===== src/rtl/down_timer_if.sv =====
// Register-style control/status bundle for the down timer.
// The slave side is the timer; the master side is the controlling agent.
interface down_timer_if #(
  parameter int unsigned WIDTH = 8
);
  logic             clr_i;
  logic             en_i;
  logic             we_i;
  logic [WIDTH-1:0] dat_i;
  logic             mode_i;
  logic             irq_ack_i;
  logic [WIDTH-1:0] dat_o;
  logic             tc_o;
  logic             irq_o;
  logic             busy_o;

  modport slave (
    input  clr_i, en_i, we_i, dat_i, mode_i, irq_ack_i,
    output dat_o, tc_o, irq_o, busy_o
  );

  modport master (
    output clr_i, en_i, we_i, dat_i, mode_i, irq_ack_i,
    input  dat_o, tc_o, irq_o, busy_o
  );
endinterface


===== src/rtl/down_timer.sv =====
// Programmable down-counting timer with one-shot and periodic auto-reload modes,
// a one-cycle terminal-count pulse and a sticky, acknowledgeable interrupt.
module down_timer #(
  parameter int unsigned WIDTH = 8
) (
  input  logic         clk_i,
  input  logic         rst_i,
  down_timer_if.slave  bus
);

  typedef enum logic [1:0] {StIdle, StRun, StDone} state_e;

  localparam logic [WIDTH-1:0] One = WIDTH'(1);

  state_e           state_q;
  logic [WIDTH-1:0] cnt_q;
  logic [WIDTH-1:0] reload_q;
  logic             tc_q;
  logic             irq_q;
  logic             busy_q;

  always_ff @(posedge clk_i or posedge rst_i) begin
    if (rst_i) begin
      state_q  <= StIdle;
      cnt_q    <= '0;
      reload_q <= '0;
      tc_q     <= 1'b0;
      irq_q    <= 1'b0;
      busy_q   <= 1'b0;
    end else begin
      // Defaults: tc is a single-cycle pulse; ack clears irq unless tc sets it below.
      tc_q  <= 1'b0;
      irq_q <= irq_q & ~bus.irq_ack_i;
      if (bus.clr_i) begin
        cnt_q   <= '0;
        state_q <= StIdle;
        busy_q  <= 1'b0;
        irq_q   <= 1'b0;
      end else if (bus.we_i) begin
        reload_q <= bus.dat_i;
        cnt_q    <= bus.dat_i;
        state_q  <= StIdle;
        busy_q   <= 1'b0;
      end else begin
        unique case (state_q)
          StIdle: begin
            if (bus.en_i && (cnt_q != '0)) begin
              state_q <= StRun;
              busy_q  <= 1'b1;
            end
          end
          StRun: begin
            if (bus.en_i) begin
              if (cnt_q > One) begin
                cnt_q <= cnt_q - One;
              end else if (cnt_q == One) begin
                tc_q  <= 1'b1;
                irq_q <= 1'b1;
                if (bus.mode_i && (reload_q != '0)) begin
                  cnt_q <= reload_q;
                end else begin
                  cnt_q   <= '0;
                  state_q <= StDone;
                  busy_q  <= 1'b0;
                end
              end else begin
                // Zero count in RUN is unreachable; park safely without a pulse.
                state_q <= StDone;
                busy_q  <= 1'b0;
              end
            end
          end
          StDone: begin
            cnt_q <= '0;
          end
          default: begin
            state_q <= StIdle;
            busy_q  <= 1'b0;
          end
        endcase
      end
    end
  end

  assign bus.dat_o  = cnt_q;
  assign bus.tc_o   = tc_q;
  assign bus.irq_o  = irq_q;
  assign bus.busy_o = busy_q;

endmodule


===== src/flat_wrapper.sv =====
// flat-port wrapper written by rule: the top's interface ports become plain ports
module down_timer_flat 
#(
  parameter int unsigned WIDTH = 8
)
  (clk_i, rst_i, bus_clr_i, bus_en_i, bus_we_i, bus_dat_i, bus_mode_i, bus_irq_ack_i, bus_dat_o, bus_tc_o, bus_irq_o, bus_busy_o);
  down_timer_if #(.WIDTH(WIDTH)) bus_i ();
  input  logic clk_i;
  input  logic rst_i;
  input wire logic [$bits(bus_i.clr_i)-1:0] bus_clr_i;
  input wire logic [$bits(bus_i.en_i)-1:0] bus_en_i;
  input wire logic [$bits(bus_i.we_i)-1:0] bus_we_i;
  input wire logic [$bits(bus_i.dat_i)-1:0] bus_dat_i;
  input wire logic [$bits(bus_i.mode_i)-1:0] bus_mode_i;
  input wire logic [$bits(bus_i.irq_ack_i)-1:0] bus_irq_ack_i;
  output wire logic [$bits(bus_i.dat_o)-1:0] bus_dat_o;
  output wire logic [$bits(bus_i.tc_o)-1:0] bus_tc_o;
  output wire logic [$bits(bus_i.irq_o)-1:0] bus_irq_o;
  output wire logic [$bits(bus_i.busy_o)-1:0] bus_busy_o;
  assign bus_i.clr_i = bus_clr_i;
  assign bus_i.en_i = bus_en_i;
  assign bus_i.we_i = bus_we_i;
  assign bus_i.dat_i = bus_dat_i;
  assign bus_i.mode_i = bus_mode_i;
  assign bus_i.irq_ack_i = bus_irq_ack_i;
  assign bus_dat_o = bus_i.dat_o;
  assign bus_tc_o = bus_i.tc_o;
  assign bus_irq_o = bus_i.irq_o;
  assign bus_busy_o = bus_i.busy_o;
  down_timer #(.WIDTH(WIDTH)) u_core (.clk_i(clk_i), .rst_i(rst_i), .bus(bus_i));
endmodule

===== config.mk =====
export PLATFORM = sky130hd
export DESIGN_NAME = down_timer_flat
export DESIGN_NICKNAME = d
export VERILOG_FILES = /design/src/rtl/down_timer_if.sv /design/src/rtl/down_timer.sv /design/src/flat_wrapper.sv
export SDC_FILE = /design/constraint.sdc
export NUM_CORES = 1
export LEC_CHECK = 0
export ABC_CLOCK_PERIOD_IN_PS = 2600
export CAP_MARGIN = 20
export CORE_MARGIN = 1
export CORE_UTILIZATION = 45
export CTS_CLUSTER_SIZE = 10
export DETAILED_ROUTE_END_ITERATION = 10
export GPL_TIMING_DRIVEN = 0
export PLACE_DENSITY = 0.72
export RECOVER_POWER = 100
export SLEW_MARGIN = 20
export SYNTH_ARGS = -nofsm -noshare
export SYNTH_HDL_FRONTEND = slang
export SYNTH_SLANG_ARGS = --single-unit

===== constraint.sdc =====
create_clock -name clk_i -period 2.6 [get_ports clk_i]
set_input_delay 0.52 -clock clk_i [delete_from_list [all_inputs] [get_ports clk_i]]
set_output_delay 0.52 -clock clk_i [all_outputs]
set_load 0.005 [all_outputs]

==> run_results.csv <==
group,metric,value,unit
worst_hold_path,hp-start,"u_core.bus.irq_o$_DFF_PP0_",
floorplan,initial_utilization,0.489,
clocking,ctsHoldBuffers,0,
synth,synth_edf_count,0,
grt,grt_pass1_vias,1277,
timing,fin_skew,1.89,ps
clocking,clk_latency,310,ps
worst_setup_path,end_kind,"register",
grt,track_usage,0.235,
floorplan,die_h,57.7,µm
clocking,cts-root-buf,"clkbuf_4",
finish,fin_area,1680,µm²
placement,placedCellCount,217,
timing,tightestPinTransition,1070,ps
worst_setup_path,critPathMaxFanout,10,
finish,nets,212,
grt,grt_max_degree,21,
power,p_leak,0.741,nW
clocking,clk_pin_slew,110,ps
synth,ys_async_sr_fraction,1.00,
floorplan,row_count,19,
synth,yosysSeqAreaShare,0.359,
synth,syn-mean-instance-area,8.61,µm²
worst_setup_path,start_kind,"register",
timing,drv_slew,0,
worst_setup_path,cp_slowest_cell,"o311ai_4",
grt,antenna_found_initial,0,
outcome,status,"finished with violations",
floorplan,io-pin-count,26,
placement,gp_congestion,0.893,
timing,final-setup-viol-count,0,
outcome,violations,"DRC",
floorplan,die_x,57.7,µm
synth,ys.flop_type,"dfrtp_1",
worst_setup_path,r2r-start,"u_core.bus.dat_o[4]$_DFFE_PP0P_",
synth,ys_seq_elements,20,
worst_setup_path,cp.required,2790,ps
placement,place_area,1670,µm²
finish,fin_cells,220,
drt,wl_per_cell,16.5,µm
timing,fin_tns_setup,0,ps
worst_setup_path,critPathMostFrequentCell,"clkbuf_1",
drt,drc,1,
clocking,numCtsBuffers,3,
floorplan,die_area,3330,µm²
synth,yosys.cell_types.count,49,
grt,grt_pass1_wl,5930,µm
clocking,cts_setup_buffers,0,
worst_hold_path,hold_path.class,"reg -> reg",
timing,hold_violations,0,
drt,wirelength,3640,µm
grt,overflow,0,
drt,drt_iter0_markers,71,
power,p_per_area,639,nW/µm²
drt,drt-pass1-iter-count,7,
worst_setup_path,r2r_setup_slack,130,ps
clocking,cts_tree,"done",
power,worst_ir_drop_vdd,0.319,mV
synth,synth_area,1400,µm²
drt,vias_per_cell,6.19,
worst_setup_path,critPathKind,"reg -> reg",
timing,slew_headroom,0.281,
drt,postRouteAntennaNets,0,
worst_setup_path,startpoint,"u_core.bus.dat_o[4]$_DFFE_PP0P_",
power,power.total,1.07,mW
synth,yosysWarnings,0,
synth,netlist_instances,162,
drt,vias,1362,
timing,fin_crit_sh,0.948,
timing,max_freq,0.406,GHz
clocking,cts.htree.levels,1,
clocking,clock_path_buffers,2,
finish,insertedDiodeCount,0,
synth,synth_fp_nets,183,
worst_setup_path,arrival,2650,ps
timing,rsz0062_at_grt,"no",
floorplan,core_area,2850,µm²
worst_setup_path,crit_path_max_incr_delay,560,ps
clocking,cts.repair.resized,0,
placement,io_buffers,24,
finish,syn2layout_area_growth,20.5,%
run,drv_cap,0,
placement,place_hpwl,2740,µm
clocking,cts_sinks,20,
finish,drive_gt1_frac,0.0635,
worst_setup_path,cp_top_family,"simple AND/OR/NAND/NOR gates",
timing,fin_crit,2470,ps
worst_setup_path,crit_chain,"clkbuf_1 > or4_1 > clkbuf_1 > o311ai_4 > and2_1 > buf_6 > o22ai_1",
worst_setup_path,path_buf_inv,3,
## sequential cells by signal, summed over array words and instances, names as in the netlist
name and count:
u_core.bus.dat_o 8, u_core.state_q 1, u_core.bus.tc_o 1, u_core.reload_q 8, u_core.bus.irq_o 1, u_core.bus.busy_o 1
## path summary, 6_finish.rpt
kind / endpoint / cells after the start
hold / removal: u_core.bus.irq_o$_DFF_PP0_ / 1
setup / recovery: u_core.bus.dat_o[0]$_DFFE_PP0P_ / 7
hold reg to reg: u_core.bus.irq_o$_DFF_PP0_ / 1
setup reg to reg: u_core.bus.dat_o[0]$_DFFE_PP0P_ / 7
min in group asynchronous: u_core.bus.irq_o$_DFF_PP0_ / 2
max in group asynchronous: u_core.bus.busy_o$_DFFE_PP0P_ / 2
## logic make-up (layout without fill, tap and decap cells)
kind of cell             count (synthesis)  in the layout  synth area share
buffers and inverters                   21             48            0.0682
AO/OA/AOI/OAI                           39             39             0.236
AND/OR/NAND/NOR                         74             74             0.270
XOR/XNOR                                 1              1           0.00628
multiplexers                             1              1           0.00718
flip-flops                              20             20             0.359
adder cells (fa/ha/maj)                  6              6            0.0538
## placed cells by master, fill, tap and decap left out, types with 4 or more instances in the layout
cell type and n:
nand2_1 32, dfrtp_1 20, dlygate4sd3_1 13, inv_1 11, clkdlybuf4s50_1 11, clkbuf_1 8, nor2_1 8, ha_1 6
or4_1 4, a22oi_1 4, a221oi_1 4, nand4_1 4
## cells in the mapped netlist, types with 2 or more instances
| library cell | instances | area (µm²) |
|---|---|---|
| nand2_1 | 32 | 120 |
| nand2b_1 | 3 | 18.8 |
| o211ai_1 | 3 | 22.5 |
| nor2_1 | 8 | 30.0 |
| o32a_2 | 2 | 22.5 |
| and3_1 | 2 | 12.5 |
| clkbuf_1 | 6 | 22.5 |
| dfrtp_1 | 20 | 500 |
| inv_1 | 11 | 41.3 |
| nor4_1 | 3 | 18.8 |
| ha_1 | 6 | 75.1 |
| or4_1 | 4 | 30.0 |
| a21boi_0 | 2 | 15.0 |
| a2bb2oi_1 | 2 | 17.5 |
| nor3_1 | 3 | 15.0 |
| a31oi_1 | 2 | 12.5 |
| a22oi_1 | 4 | 30.0 |
| o22ai_1 | 2 | 12.5 |
| and2_1 | 2 | 12.5 |
| buf_6 | 2 | 22.5 |
| a21o_1 | 2 | 15.0 |
| or2_2 | 3 | 18.8 |
| a32oi_1 | 3 | 26.3 |
| o21ai_0 | 3 | 15.0 |
| nand3_1 | 2 | 10.0 |
| nand4_1 | 4 | 25.0 |
| a221oi_1 | 3 | 26.3 |
| nor3b_1 | 2 | 15.0 |
## cell type report
type | instances | area (µm²)
Sequential cell | 20 | 500
Timing Repair Buffer | 24 | 240
Clock buffer | 3 | 22.5
Fill cell | 270 | 1170
Tap cell | 31 | 38.8
Inverter | 11 | 41.3
Multi-Input combinational cell | 121 | 793
Buffer | 10 | 45.0
## power by group
| part | leakage (nW) | internal (mW) | switching [mW] |
|---|---|---|---|
| sequential | 0.257 | 0.360 | 0.0539 |
| combinational | 0.470 | 0.222 | 0.287 |
| clock | 0.0138 | 0.0542 | 0.0977 |
| total | 0.741 | 0.636 | 0.439 |
## metrics by stage
step | worst slack [ps] | hold slack [ps] | utilization
after floorplan | 483 | 458 | -
after CTS | 144 | 500 | 0.595
after detailed placement | 178 | 473 | 0.587
final | 134 | 485 | 0.589
after global routing | 32.9 | 510 | 0.589
after global placement | 183 | 461 | 0.587
## layer usage
layer,global-route usage,share of wire,vias up
met5,0,0,-
met4,0.116,0.019,0
met3,0.0379,0.078,9
met2,0.354,0.46,75
met1,0.331,0.45,630
li1,-,-,648
(Power assumes the default switching activity.)
==> patch: new RTL, same settings <==
`WIDTH` is set to 8 in 3 places; all go to 7.
--- a/src/rtl/down_timer_if.sv
+++ b/src/rtl/down_timer_if.sv
@@ -1,7 +1,7 @@
 // Register-style control/status bundle for the down timer.
 // The slave side is the timer; the master side is the controlling agent.
 interface down_timer_if #(
-  parameter int unsigned WIDTH = 8
+  parameter int unsigned WIDTH = 7
 );
   logic             clr_i;
   logic             en_i;
--- a/src/rtl/down_timer.sv
+++ b/src/rtl/down_timer.sv
@@ -1,7 +1,7 @@
 // Programmable down-counting timer with one-shot and periodic auto-reload modes,
 // a one-cycle terminal-count pulse and a sticky, acknowledgeable interrupt.
 module down_timer #(
-  parameter int unsigned WIDTH = 8
+  parameter int unsigned WIDTH = 7
 ) (
   input  logic         clk_i,
   input  logic         rst_i,
--- a/src/flat_wrapper.sv
+++ b/src/flat_wrapper.sv
@@ -1,7 +1,7 @@
 // flat-port wrapper written by rule: the top's interface ports become plain ports
 module down_timer_flat 
 #(
-  parameter int unsigned WIDTH = 8
+  parameter int unsigned WIDTH = 7
 )
   (clk_i, rst_i, bus_clr_i, bus_en_i, bus_we_i, bus_dat_i, bus_mode_i, bus_irq_ack_i, bus_dat_o, bus_tc_o, bus_irq_o, bus_busy_o);
   down_timer_if #(.WIDTH(WIDTH)) bus_i ();
Interface: changed (resized bus_dat_i and bus_dat_o); port bits go from 26 to 24. No check against the original RTL was run, so the function may have changed too.
==> patch against the original RTL <==
Design area fell by 14%. Synthesized area fell by 16%. Sequential cell count is 2 lower. Global-route usage fell by 0.39 points. Clock power grew 18%. Sequential share of layout area grew 1.4 points. Utilization about the same. Critical path type is now in2reg. Register-to-register slack improved by 0.34 ns. Non-clock buffer count decreased by 7. Routed wire length decreased by 27%. Power fell by 8.4%. Worst setup slack better by 0.28 ns.
==> patch: results (changes against the original RTL) <==
Slew HR=54.3% (was 28.1%); top cells by count, synth=29 x nand2_1, 18 x dfrtp_1, 11 x a21oi_1 (was 32 x nand2_1, 20 x dfrtp_1, 11 x inv_1); count of multi-input gates=103 (was 121); Pwr Total=0.984 mW (was 1.07 mW); fin util=58.9% (about the same); Synth Area in Compound Gates=20.9% (was 23.6%); RePlAce Congestion=0.845 (was 0.893); Synth Area in XOR/XNOR=2.25% (was 0.628%); First DRT Iteration DRCs=24 (was 71); register area share after synthesis=38.6% (was 35.9%); clock skew=0.00209 ns (was 0.00189 ns); FFs & Latches=18 (was 20); adder-cell area share of the yosys netlist=5.36% (was 5.38%); buffering overhead=17.5% (was 17.0%); syn nets=151 (was 183); Worst VDD drop=0.422 mV (was 0.319 mV); Post-Layout Cell Count=189 (was 220); Pre-antenna DRT Iters=4 (was 7); WL per Instance=14.0 um (was 16.5 um); status=completed (was finished with violations); vias in the first global route=999 (was 1277); via/cell ratio=5.68 (was 6.19); post-placement cell area=1430 um2 (was 1670 um2); logic gate share of total power=42.6% (was 47.4%); layout cells sized above 1=7.55% (was 6.35%); ranking of synthesized cells by area=dfrtp_1 39%, nand2_1 9.3%, ha_1 5.4%, a21oi_1 4.7%, o311ai_2 2.8% (was dfrtp_1 36%, nand2_1 8.6%, ha_1 5.4%, inv_1 3.0%, a22oi_1 2.2%); Clk Latency, worst-skew pair=0.30 ns; YS warnings=0 (unchanged); Sequential Power Share=39.3% (was 38.5%); crit path max fanout=8 (was 10); final net count=179 (was 212); master of the slowest instance on the critical path=dlygate4sd3_1 (was o311ai_4); Register Area=450 um2 (was 500 um2); Tot GR Track Use=23.2% (was 23.5%); crit-path leading delay family=buffers and inverters (was simple AND/OR/NAND/NOR gates); clkbuf count=4 (was 3); Non-clk bufs=27 (was 34); sw power=0.372 mW (was 0.439 mW); slowest stage delay, CP=0.60 ns (was 0.56 ns); largest net degree at the start of global routing=19 (was 21); multi-input logic area=643 um2 (was 793 um2); Synth cell types=42 (was 49); Port Buffers=23 (was 24); fillers=240 (was 270); DP Worst Slack=0.178 ns (about the same); Syn Inst Count=132 (was 162); Critical Path AT=2.41 ns (was 2.65 ns); mux cell area share after synthesis=0.966% (was 0.717%); P_leak=0.649 nW (was 0.741 nW)
==> patch: changes by cell type in the layout (fill, tap and decap cells not counted), sizes merged, moves of 4 or more <==
cell	before	now
inv	11	7
or4	4	0
clkbuf	11	7
a21oi	1	11
a22oi	4	0
a221oi	4	0
==> patch: per-layer routing <==
metal	global-route usage, %	share of wire [%]
met1	33.3	47
met4	9.65	2.9
met5	0	0
met2	34.0	45
met3	3.74	5.2
==> patch: path summary, 6_finish.rpt <==
check                                        start  cells past startpoint  slack [ns]                  end
worst min register to register  u_core.reload_q[4]                      2        0.53   u_core.reload_q[4]
worst max register to register   u_core.state_q[0]                      8        0.47  u_core.bus.dat_o[6]
worst max-delay path                      bus_we_i                      7        0.42  u_core.bus.dat_o[6]
worst min-delay path            u_core.reload_q[4]                      2        0.53   u_core.reload_q[4]
min in group asynchronous                    rst_i                      2        0.76     u_core.bus.irq_o
max in group asynchronous                    rst_i                      2        1.40  u_core.bus.dat_o[3]
